**src/rtl/fft_peak_detector_if.sv**
```systemverilog
// Bin stream in, peak result and framing error pulses out of fft_peak_detector.
// master is the upstream/consumer side, slave is the detector.
interface fft_peak_detector_if #(
    parameter int DATA_W = 24,
    parameter int IDX_W  = 7
);
    logic [2*DATA_W-1:0] s_axis_data_tdata;
    logic                s_axis_data_tvalid;
    logic                s_axis_data_tready;
    logic                s_axis_data_tlast;
    logic [IDX_W-1:0]    peak_idx;
    logic [2*DATA_W-1:0] peak_pwr;
    logic                peak_valid;
    logic                peak_ready;
    logic                err_tlast_unexpected;
    logic                err_tlast_missing;

    modport master (
        output s_axis_data_tdata, s_axis_data_tvalid, s_axis_data_tlast, peak_ready,
        input  s_axis_data_tready, peak_idx, peak_pwr, peak_valid,
               err_tlast_unexpected, err_tlast_missing
    );

    modport slave (
        input  s_axis_data_tdata, s_axis_data_tvalid, s_axis_data_tlast, peak_ready,
        output s_axis_data_tready, peak_idx, peak_pwr, peak_valid,
               err_tlast_unexpected, err_tlast_missing
    );
endinterface

```
**src/rtl/fft_peak_detector.sv**
```systemverilog
// Per-frame peak search over FFT bins by squared magnitude, one frame in flight.
// Define PEAK_SKIP_DC_EN to exclude bin 0 from the search.
//
// state | meaning
// ACCUM | accepting bins, pipeline advances per accepted beat
// DRAIN | frame closed, flushing closing bin through S1/S2/max
// HOLD  | result presented, waiting for peak_ready
module fft_peak_detector #(
    parameter int DATA_W = 24,
    parameter int NFFT   = 128,
    parameter int IDX_W  = 7
) (
    input  logic                clk,
    input  logic                rst_n,
    fft_peak_detector_if.slave  bus
);

    typedef enum logic [1:0] {ACCUM, DRAIN, HOLD} state_t;

    state_t              state;
    logic                tready_r;
    logic [IDX_W-1:0]    cnt;

    logic                s1_valid, s1_close;
    logic [2*DATA_W-1:0] s1_re2, s1_im2;
    logic [IDX_W-1:0]    s1_idx;

    logic                s2_valid, s2_close;
    logic [2*DATA_W-1:0] s2_pwr;
    logic [IDX_W-1:0]    s2_idx;

    logic [2*DATA_W-1:0] max_pwr;
    logic [IDX_W-1:0]    max_idx;
    logic                max_done;

    logic [2*DATA_W-1:0] peak_pwr_r;
    logic [IDX_W-1:0]    peak_idx_r;
    logic                peak_valid_r;
    logic                err_unexp_r, err_miss_r;

    logic signed [DATA_W-1:0]   re, im;
    logic signed [2*DATA_W-1:0] re_ext, im_ext, re_sq, im_sq;
    logic accept, last_bin, close, adv;
    logic load;
    logic [2*DATA_W-1:0] load_pwr;

    assign re     = bus.s_axis_data_tdata[2*DATA_W-1:DATA_W];
    assign im     = bus.s_axis_data_tdata[DATA_W-1:0];
    assign re_ext = {{DATA_W{re[DATA_W-1]}}, re};
    assign im_ext = {{DATA_W{im[DATA_W-1]}}, im};
    // Squares are non-negative and below 2^(2*DATA_W-1), so the low half of the product is exact
    assign re_sq  = re_ext * re_ext;
    assign im_sq  = im_ext * im_ext;

    assign accept   = bus.s_axis_data_tvalid && tready_r;
    assign last_bin = (cnt == IDX_W'(NFFT - 1));
    assign close    = accept && (bus.s_axis_data_tlast || last_bin);
    assign adv      = accept || (state == DRAIN);

    always_comb begin
        load     = 1'b0;
        load_pwr = s2_pwr;
`ifdef PEAK_SKIP_DC_EN
        // DC loads zero so a one-bin frame reports (0, 0)
        if (s2_idx == '0) begin
            load     = 1'b1;
            load_pwr = '0;
        end else if (s2_idx == IDX_W'(1) || s2_pwr > max_pwr) begin
            load = 1'b1;
        end
`else
        if (s2_idx == '0 || s2_pwr > max_pwr)
            load = 1'b1;
`endif
    end

    always_ff @(posedge clk or negedge rst_n) begin
        if (!rst_n) begin
            state        <= ACCUM;
            tready_r     <= 1'b0;
            cnt          <= '0;
            s1_valid     <= 1'b0;
            s1_close     <= 1'b0;
            s1_re2       <= '0;
            s1_im2       <= '0;
            s1_idx       <= '0;
            s2_valid     <= 1'b0;
            s2_close     <= 1'b0;
            s2_pwr       <= '0;
            s2_idx       <= '0;
            max_pwr      <= '0;
            max_idx      <= '0;
            max_done     <= 1'b0;
            peak_pwr_r   <= '0;
            peak_idx_r   <= '0;
            peak_valid_r <= 1'b0;
            err_unexp_r  <= 1'b0;
            err_miss_r   <= 1'b0;
        end else begin
            err_unexp_r <= accept && bus.s_axis_data_tlast && !last_bin;
            err_miss_r  <= accept && !bus.s_axis_data_tlast && last_bin;

            if (accept)
                cnt <= close ? '0 : cnt + 1'b1;

            if (adv) begin
                s1_valid <= accept;
                s1_re2   <= re_sq;
                s1_im2   <= im_sq;
                s1_idx   <= cnt;
                s1_close <= close;
                s2_valid <= s1_valid;
                s2_pwr   <= s1_re2 + s1_im2;
                s2_idx   <= s1_idx;
                s2_close <= s1_close;
            end

            if (adv && s2_valid && load) begin
                max_pwr <= load_pwr;
                max_idx <= s2_idx;
            end
            max_done <= adv && s2_valid && s2_close;

            case (state)
                ACCUM: begin
                    if (close) begin
                        state    <= DRAIN;
                        tready_r <= 1'b0;
                    end else begin
                        tready_r <= 1'b1;
                    end
                end
                DRAIN: begin
                    if (max_done) begin
                        state        <= HOLD;
                        peak_valid_r <= 1'b1;
                        peak_idx_r   <= max_idx;
                        peak_pwr_r   <= max_pwr;
                    end
                end
                HOLD: begin
                    if (bus.peak_ready) begin
                        state        <= ACCUM;
                        peak_valid_r <= 1'b0;
                        tready_r     <= 1'b1;
                    end
                end
                default: state <= ACCUM;
            endcase
        end
    end

    assign bus.s_axis_data_tready   = tready_r;
    assign bus.peak_idx             = peak_idx_r;
    assign bus.peak_pwr             = peak_pwr_r;
    assign bus.peak_valid           = peak_valid_r;
    assign bus.err_tlast_unexpected = err_unexp_r;
    assign bus.err_tlast_missing    = err_miss_r;

endmodule

```
**src/flat_wrapper.sv**
```systemverilog
// flat-port wrapper written by rule: the top's interface ports become plain ports
module fft_peak_detector_flat 
#(
    parameter int DATA_W = 24,
    parameter int NFFT   = 128,
    parameter int IDX_W  = 7
)
  (clk, rst_n, bus_s_axis_data_tdata, bus_s_axis_data_tvalid, bus_s_axis_data_tlast, bus_peak_ready, bus_s_axis_data_tready, bus_peak_idx, bus_peak_pwr, bus_peak_valid, bus_err_tlast_unexpected, bus_err_tlast_missing);
  fft_peak_detector_if #(.DATA_W(DATA_W), .IDX_W(IDX_W)) bus_i ();
  input  logic clk;
  input  logic rst_n;
  input wire logic [$bits(bus_i.s_axis_data_tdata)-1:0] bus_s_axis_data_tdata;
  input wire logic [$bits(bus_i.s_axis_data_tvalid)-1:0] bus_s_axis_data_tvalid;
  input wire logic [$bits(bus_i.s_axis_data_tlast)-1:0] bus_s_axis_data_tlast;
  input wire logic [$bits(bus_i.peak_ready)-1:0] bus_peak_ready;
  output wire logic [$bits(bus_i.s_axis_data_tready)-1:0] bus_s_axis_data_tready;
  output wire logic [$bits(bus_i.peak_idx)-1:0] bus_peak_idx;
  output wire logic [$bits(bus_i.peak_pwr)-1:0] bus_peak_pwr;
  output wire logic [$bits(bus_i.peak_valid)-1:0] bus_peak_valid;
  output wire logic [$bits(bus_i.err_tlast_unexpected)-1:0] bus_err_tlast_unexpected;
  output wire logic [$bits(bus_i.err_tlast_missing)-1:0] bus_err_tlast_missing;
  assign bus_i.s_axis_data_tdata = bus_s_axis_data_tdata;
  assign bus_i.s_axis_data_tvalid = bus_s_axis_data_tvalid;
  assign bus_i.s_axis_data_tlast = bus_s_axis_data_tlast;
  assign bus_i.peak_ready = bus_peak_ready;
  assign bus_s_axis_data_tready = bus_i.s_axis_data_tready;
  assign bus_peak_idx = bus_i.peak_idx;
  assign bus_peak_pwr = bus_i.peak_pwr;
  assign bus_peak_valid = bus_i.peak_valid;
  assign bus_err_tlast_unexpected = bus_i.err_tlast_unexpected;
  assign bus_err_tlast_missing = bus_i.err_tlast_missing;
  fft_peak_detector #(.DATA_W(DATA_W), .NFFT(NFFT), .IDX_W(IDX_W)) u_core (.clk(clk), .rst_n(rst_n), .bus(bus_i));
endmodule
```
**config.mk**
```make
export PLATFORM = sky130hd
export DESIGN_NAME = fft_peak_detector_flat
export DESIGN_NICKNAME = d
export VERILOG_FILES = /design/src/rtl/fft_peak_detector_if.sv /design/src/rtl/fft_peak_detector.sv /design/src/flat_wrapper.sv
export SDC_FILE = /design/constraint.sdc
export NUM_CORES = 2
export LEC_CHECK = 0
export BUFFER_PORTS_ARGS = -buffer_cell sky130_fd_sc_hd__buf_2
export CORE_UTILIZATION = 45
export CTS_CLUSTER_DIAMETER = 120
export DETAILED_ROUTE_END_ITERATION = 10
export PLACE_DENSITY = 0.6
export RECOVER_POWER = 100
export REMOVE_ABC_BUFFERS = 1
export SETUP_SLACK_MARGIN = 0.2
export SLEW_MARGIN = 20
export SYNTH_ARGS = -nofsm -noshare
export SYNTH_HDL_FRONTEND = slang
export SYNTH_SLANG_ARGS = --single-unit
```
**constraint.sdc**
```tcl
create_clock -name clk -period 3.1 [get_ports clk]
set_input_delay 0.465 -clock clk [delete_from_list [all_inputs] [get_ports clk]]
set_output_delay 0.465 -clock clk [all_outputs]
set_load 0.005 [all_outputs]
```
---- After elaboration in Yosys (flattened, before gate mapping) ----
Index checks and enable logic that the tools add are counted.
Widths: inputs -> output; s select.
storage, ports and cells
  register bits ........................... 286
  input bits .............................. 53
  output and inout port bits .............. 59
  word-level logic and storage cells ...... 65
cells by class
  $add $sub $neg .......................... 2
  $mul .................................... 2
  magnitude comparators ................... 1
  equality and inequality tests ........... 6
  muxes and demuxes ....................... 12
  reduce and logical (&&, ||, !) cells .... 22
operators with widths
  cell                 number
  $mul 24x24->48       2
  $add 48x48->48       1
  $gt 48x48->1         1
  $logic_and 1x1->1    9
  $add 7x1->7 const B  1
  $eq 7x7->1 const B   1
  $logic_not 7->1      1
  $mux 7               1
  $mux 2               3
  $pmux 2 s3           1
  $reduce_and 3->1     2
  $mux 1               5
  $ne 2x1->1 const B   2
  $pmux 1 s2           2
  $reduce_and 2->1     2
  $reduce_bool 2->1    2
  $logic_or 1x1->1     3
  $eq 2x1->1 const B   1
  $eq 2x2->1 const B   1
  $logic_not 1->1      2
  $logic_not 2->1      1
  $ne 2x2->1 const B   1

---- Logic depth before layout (Yosys ltp) ----
  word-level depth ........................ 5
  depth in mapped cells ................... 28
  mapped depth without buffers ............ 27

---- Worst setup path before layout ----
No wires, ideal clock.
  kind .................................... input-to-reg
  start point ............................. input bus_s_axis_data_tdata[44]
  end point ............................... register u_core.s1_re2[41]
  library setup time ...................... 125 ps
  arrival time ............................ 6,903 ps
  required time ........................... 2,975 ps
  slack ................................... -3,927 ps
  stages .................................. 26
  buffers on the path ..................... 2
  cell sequence ........................... clkbuf_1 clkbuf_1 nand2_1 fa_1 inv_1 fa_1 fa_1 inv_1 fa_1 inv_1 fa_1 fa_1 inv_1 fa_1 inv_1 ha_1 a21o_1 a21o_1 a21o_1 a31o_2 a32o_1 o211ai_1 nand3b_1 a21oi_1 xnor2_1 mux2_2
on the way
  longest elaborated chain between the ends .. 1
RTL lines
  element                 line                      text
  start: declaration      flat_wrapper.sv:12        input wire logic [$bits(bus_i.s_axis_data_tdata)-1:0] bus_s_axis_data_tdata;
  $mul 24x24->48          fft_peak_detector.sv:52   assign re_sq = re_ext * re_ext;
  end signal: assignment  fft_peak_detector.sv:108  s1_re2 <= re_sq;
  end: declaration        fft_peak_detector.sv:25   logic [2*DATA_W-1:0] s1_re2, s1_im2;
Every way passes these cells.
A chain may end at the register's enable or synchronous reset.

---- Final worst setup path ----
  start point ............................. input bus_s_axis_data_tdata[6]
  end point ............................... register u_core.s1_im2[36]
on the way
  longest elaborated chain between the ends .. 1
RTL lines
  element                 line                      text
  $mul 24x24->48          fft_peak_detector.sv:53   assign im_sq = im_ext * im_ext;
  end signal: assignment  fft_peak_detector.sv:109  s1_im2 <= im_sq;
  end: declaration        fft_peak_detector.sv:25
Every way passes these cells.

==> flow_summary.toml <==
[synthesis]
synth.area.mux_share = 0.0163
yosysWarnings = 0
ys_types = 91
synth-xor-area-share = 0.0254
synth_ff_type = "dfrtp_1"
synth-simple-area-share = 0.104
synth_area_um2 = 51800
synth_seq_cells = 284
netlist.area_leader.share = 0.430
synthArstFlopShare = 1.00
synth_cells = 5392
synth_top_family_by_area = "adder cells"
synth_compound_area_frac = 0.0772
yosysSeqAreaShare = 0.137
synthTopCellsByArea = "fa_1 (43%), dfrtp_1 (14%), inv_1 (10%)"
avgSynthCellArea_um2 = 9.60
synth_edf_count = 0
synth_area_leader_cell = "fa_1"
synth-adder-area-share = 0.523

[critical_path]
worst-endpoint-arrival_ns = 6.92
critPathTopFamily = "adder cells"
worstSetupPathType = "primary input to flop"
regToRegEndpoint = "u_core.load_pwr[42]$_DFFE_PN0N_"
crit_buf_inv = 11
max_stage_delay_ns = 0.57
r2r_setup_slack_ns = -0.12
crit_path_start_kind = "primary input"
crit_slowest_cell = "fa_1"
crit_cells = 29
path_common_cell = "fa_1"
endpoint_kind = "flop"
crit_fanout = 5
worstReg2RegStart = "u_core.s1_im2[3]$_DFFE_PN0N_"
r2r_cells = 13
required_ns = 3.56

[drt]
wl_per_cell_um = 16.5
drc = 0
firstDrtPassIters = 5
num_vias = 38280
final_antenna_net_count = 0
wl_um = 129000
via_per_inst = 4.90
dr.first_iter.drc_count = 1548

[min_path]
hold_class = "primary input to flop"
hold_path_depth = 2
hold_start = "bus_s_axis_data_tlast"
worstHoldEndpoint = "u_core.bus.err_tlast_missing$_DFF_PN0_"

[timing]
clock_skew_ns = 0.0279
worst_pin_slew_ns = 2.15
maxSlewViolCount = 229
min_period_ns = 6.46
fin_crit_sh = 2.08
max_freq_mhz = 155
hold_viol = 0
final-setup-viol-count = 92
slew_headroom = -0.435
setup_ws_ns = -3.36
rsz0062_at_grt = "yes"

[cts]
clk_pin_slew_ns = 0.06
clock_sinks = 284
cts_buffers = 27
cts-htree-levels = 1
cts_tree = "built"
clock_latency_ns = 0.57
clk_path_buf_depth = 3
root_buffer = "clkbuf_16"

[floorplanning]
ios = 112
rows = 124
fp.coreArea_um2 = 114000
start_util = 0.453
dieArea_um2 = 116000
die_w_um = 341
die_height_um = 341

[global_route]
gr-total-overflow = 0
grt_usage = 0.224
grt_pass1_wl_um = 211000
grt_antenna_before_repair = 1
grt_max_degree = 147
grt_pass1_vias = 41768

[placed_design]
dp.cells = 7612
dpl.hpwl_um = 106000
place_ws_ns = -4.18
portBuffers = 111
gp_congestion = 0.876

[status]
outcome = "complete, but fails checks"
violations = "max-capacitance violations, max-slew violations, negative setup slack"

[final_layout]
instances_no_fill = 7810
final_nets = 7825
area_growth_pct = 27.2
final_layout_size_suffix_gt1_frac = 0.265

[run]
drv_cap = 2
==> worst max path at each step <==
stage	slack, ns	startpoint	to
after floorplan	-3.87	bus_s_axis_data_tdata[23]	u_core.s1_im2[47]$_DFFE_PN0N_
after CTS	-3.35	bus_s_axis_data_tdata[30]	u_core.s1_re2[43]$_DFFE_PN0N_
final	-3.36	bus_s_axis_data_tdata[6]	u_core.s1_im2[36]$_DFFE_PN0N_
after global routing	-3.65	bus_s_axis_data_tdata[13]	u_core.s1_im2[36]$_DFFE_PN0N_
after global placement	-4.17	bus_s_axis_data_tdata[26]	u_core.s1_re2[43]$_DFFE_PN0N_
after detailed placement	-4.18	bus_s_axis_data_tdata[3]	u_core.s1_im2[45]$_DFFE_PN0N_
==> cell families (layout without fill, tap and decap cells) <==
| family | count (synthesis) | in the layout |
|---|---|---|
| AO/OA/AOI/OAI | 614 | 614 |
| XOR/XNOR | 150 | 150 |
| adder cells (fa/ha/maj) | 1497 | 1497 |
| buffers and inverters | 1595 | 2498 |
| flip-flops | 284 | 284 |
| multiplexers | 72 | 72 |
| other | 0 | 3 |
| AND/OR/NAND/NOR | 1180 | 1180 |
==> layout by cell type, fill, tap and decap left out, types with 33 or more instances in the layout <==
| cell type | count |
|---|---|
| ha_1 | 294 |
| ha_4 | 82 |
| dfrtp_1 | 284 |
| inv_2 | 91 |
| nand2_1 | 579 |
| inv_1 | 1328 |
| a21o_1 | 95 |
| o21ai_1 | 51 |
| a21oi_1 | 119 |
| clkbuf_16 | 33 |
| and2_4 | 40 |
| buf_6 | 132 |
| nand2_2 | 36 |
| mux2_4 | 56 |
| xnor2_1 | 67 |
| nor2b_1 | 39 |
| o21ai_0 | 97 |
| buf_4 | 749 |
| a21oi_2 | 48 |
| fa_1 | 1071 |
| clkbuf_1 | 48 |
| and2_1 | 158 |
| nor2_1 | 136 |
| fa_2 | 41 |
| xor2_1 | 46 |
| buf_12 | 37 |
==> sequential cells by signal (all words and copies together) (netlist names) <==
| register | flops |
|---|---|
| u_core.bus.peak_pwr | 48 |
| u_core.load_pwr | 48 |
| u_core.max_pwr | 48 |
| u_core.s1_im2 | 47 |
| u_core.s1_re2 | 47 |
| u_core.bus.peak_idx | 7 |
| u_core.cnt | 7 |
| u_core.max_idx | 7 |
| u_core.s1_idx | 7 |
| u_core.s2_idx | 7 |
| u_core.state | 2 |
| u_core.bus.err_tlast_missing | 1 |
| u_core.bus.err_tlast_unexpected | 1 |
| u_core.bus.peak_valid | 1 |
| u_core.bus.s_axis_data_tready | 1 |
| u_core.max_done | 1 |
| u_core.s1_close | 1 |
| u_core.s1_valid | 1 |
| u_core.s2_close | 1 |
| u_core.s2_valid | 1 |
==> metal layers <==
layer,track usage,up-vias,part of all wire
met3,0.0213,131,0.035
met1,0.298,19659,0.43
met4,0.0328,2,0.017
met2,0.404,595,0.52
li1,-,17893,-
met5,0,-,0.000054
==> layout make-up <==
cell class | instances | area [um^2]
tap | 1512 | 1890
fill | 9804 | 48300
sequential | 284 | 7110
multi-input combinational | 3513 | 41800
clock inverter | 11 | 184
inverter | 1423 | 5350
antenna | 3 | 7.51
clock buffer | 38 | 787
timing repair buffer | 1026 | 8720
==> repair_timing <==
action / 4_1_cts / 5_1_grt
endpoints found under the hold margin: 74 / 0
cloned: 1 / 8
hold buffers: 1 / 0
setup endpoints to repair: 150 / 158
pin swaps: 303 / 285
gates resized for setup: 557 / 445
buffers inserted: 65 / 71
==> stage by stage <==
step	cell area, um^2	hold slack (ns)	TNS (ns)	utilization
3_5_place_dp	59600	0.456	-298.17	0.522
3_3_place_gp	59600	0.444	-293.98	0.522
5_1_grt	65900	0.101	-258.20	0.577
2_1_floorplan	51100	0.169	-583.43	-
4_1_cts	63300	0.0802	-224.20	0.554
6_report	65900	0.102	-229.04	0.577
==> synthesized netlist by cell type, types with 7 or more instances <==
cell      count
a21o_1       96
buf_1         7
a21oi_1     178
o211ai_1     13
nand3_1      41
nand2_1     629
nand4_1      21
and3_1       21
fa_1       1112
nor2b_1      41
ha_1        385
clkbuf_1    154
o21ai_1      12
o31ai_1      21
xor2_1       56
dfrtp_1     284
a211oi_1      8
o21ai_0     158
xnor2_1      94
mux2_2       57
nor3_1       18
and2_1      199
mux2_4       10
nand2b_1     24
nor2_1      154
a31oi_1      14
o21a_1       17
o21bai_1     17
inv_1      1423
==> worst reg2reg max path, stage by stage (launching register included) <==
cell	delay, ns
dfrtp_1	0.42
ha_4	0.28
a211oi_4	0.29
nor2_4	0.06
o41ai_1	0.37
o21ai_0	0.32
a211oi_2	0.24
buf_2	0.21
nor4_4	0.07
o211ai_1	0.30
buf_4	0.17
o21bai_1	0.06
xnor2_1	0.15
a21oi_1	0.08
Power is not shown: default switching activity piles up to over one toggle a cycle in this logic, so the estimate is an artifact.
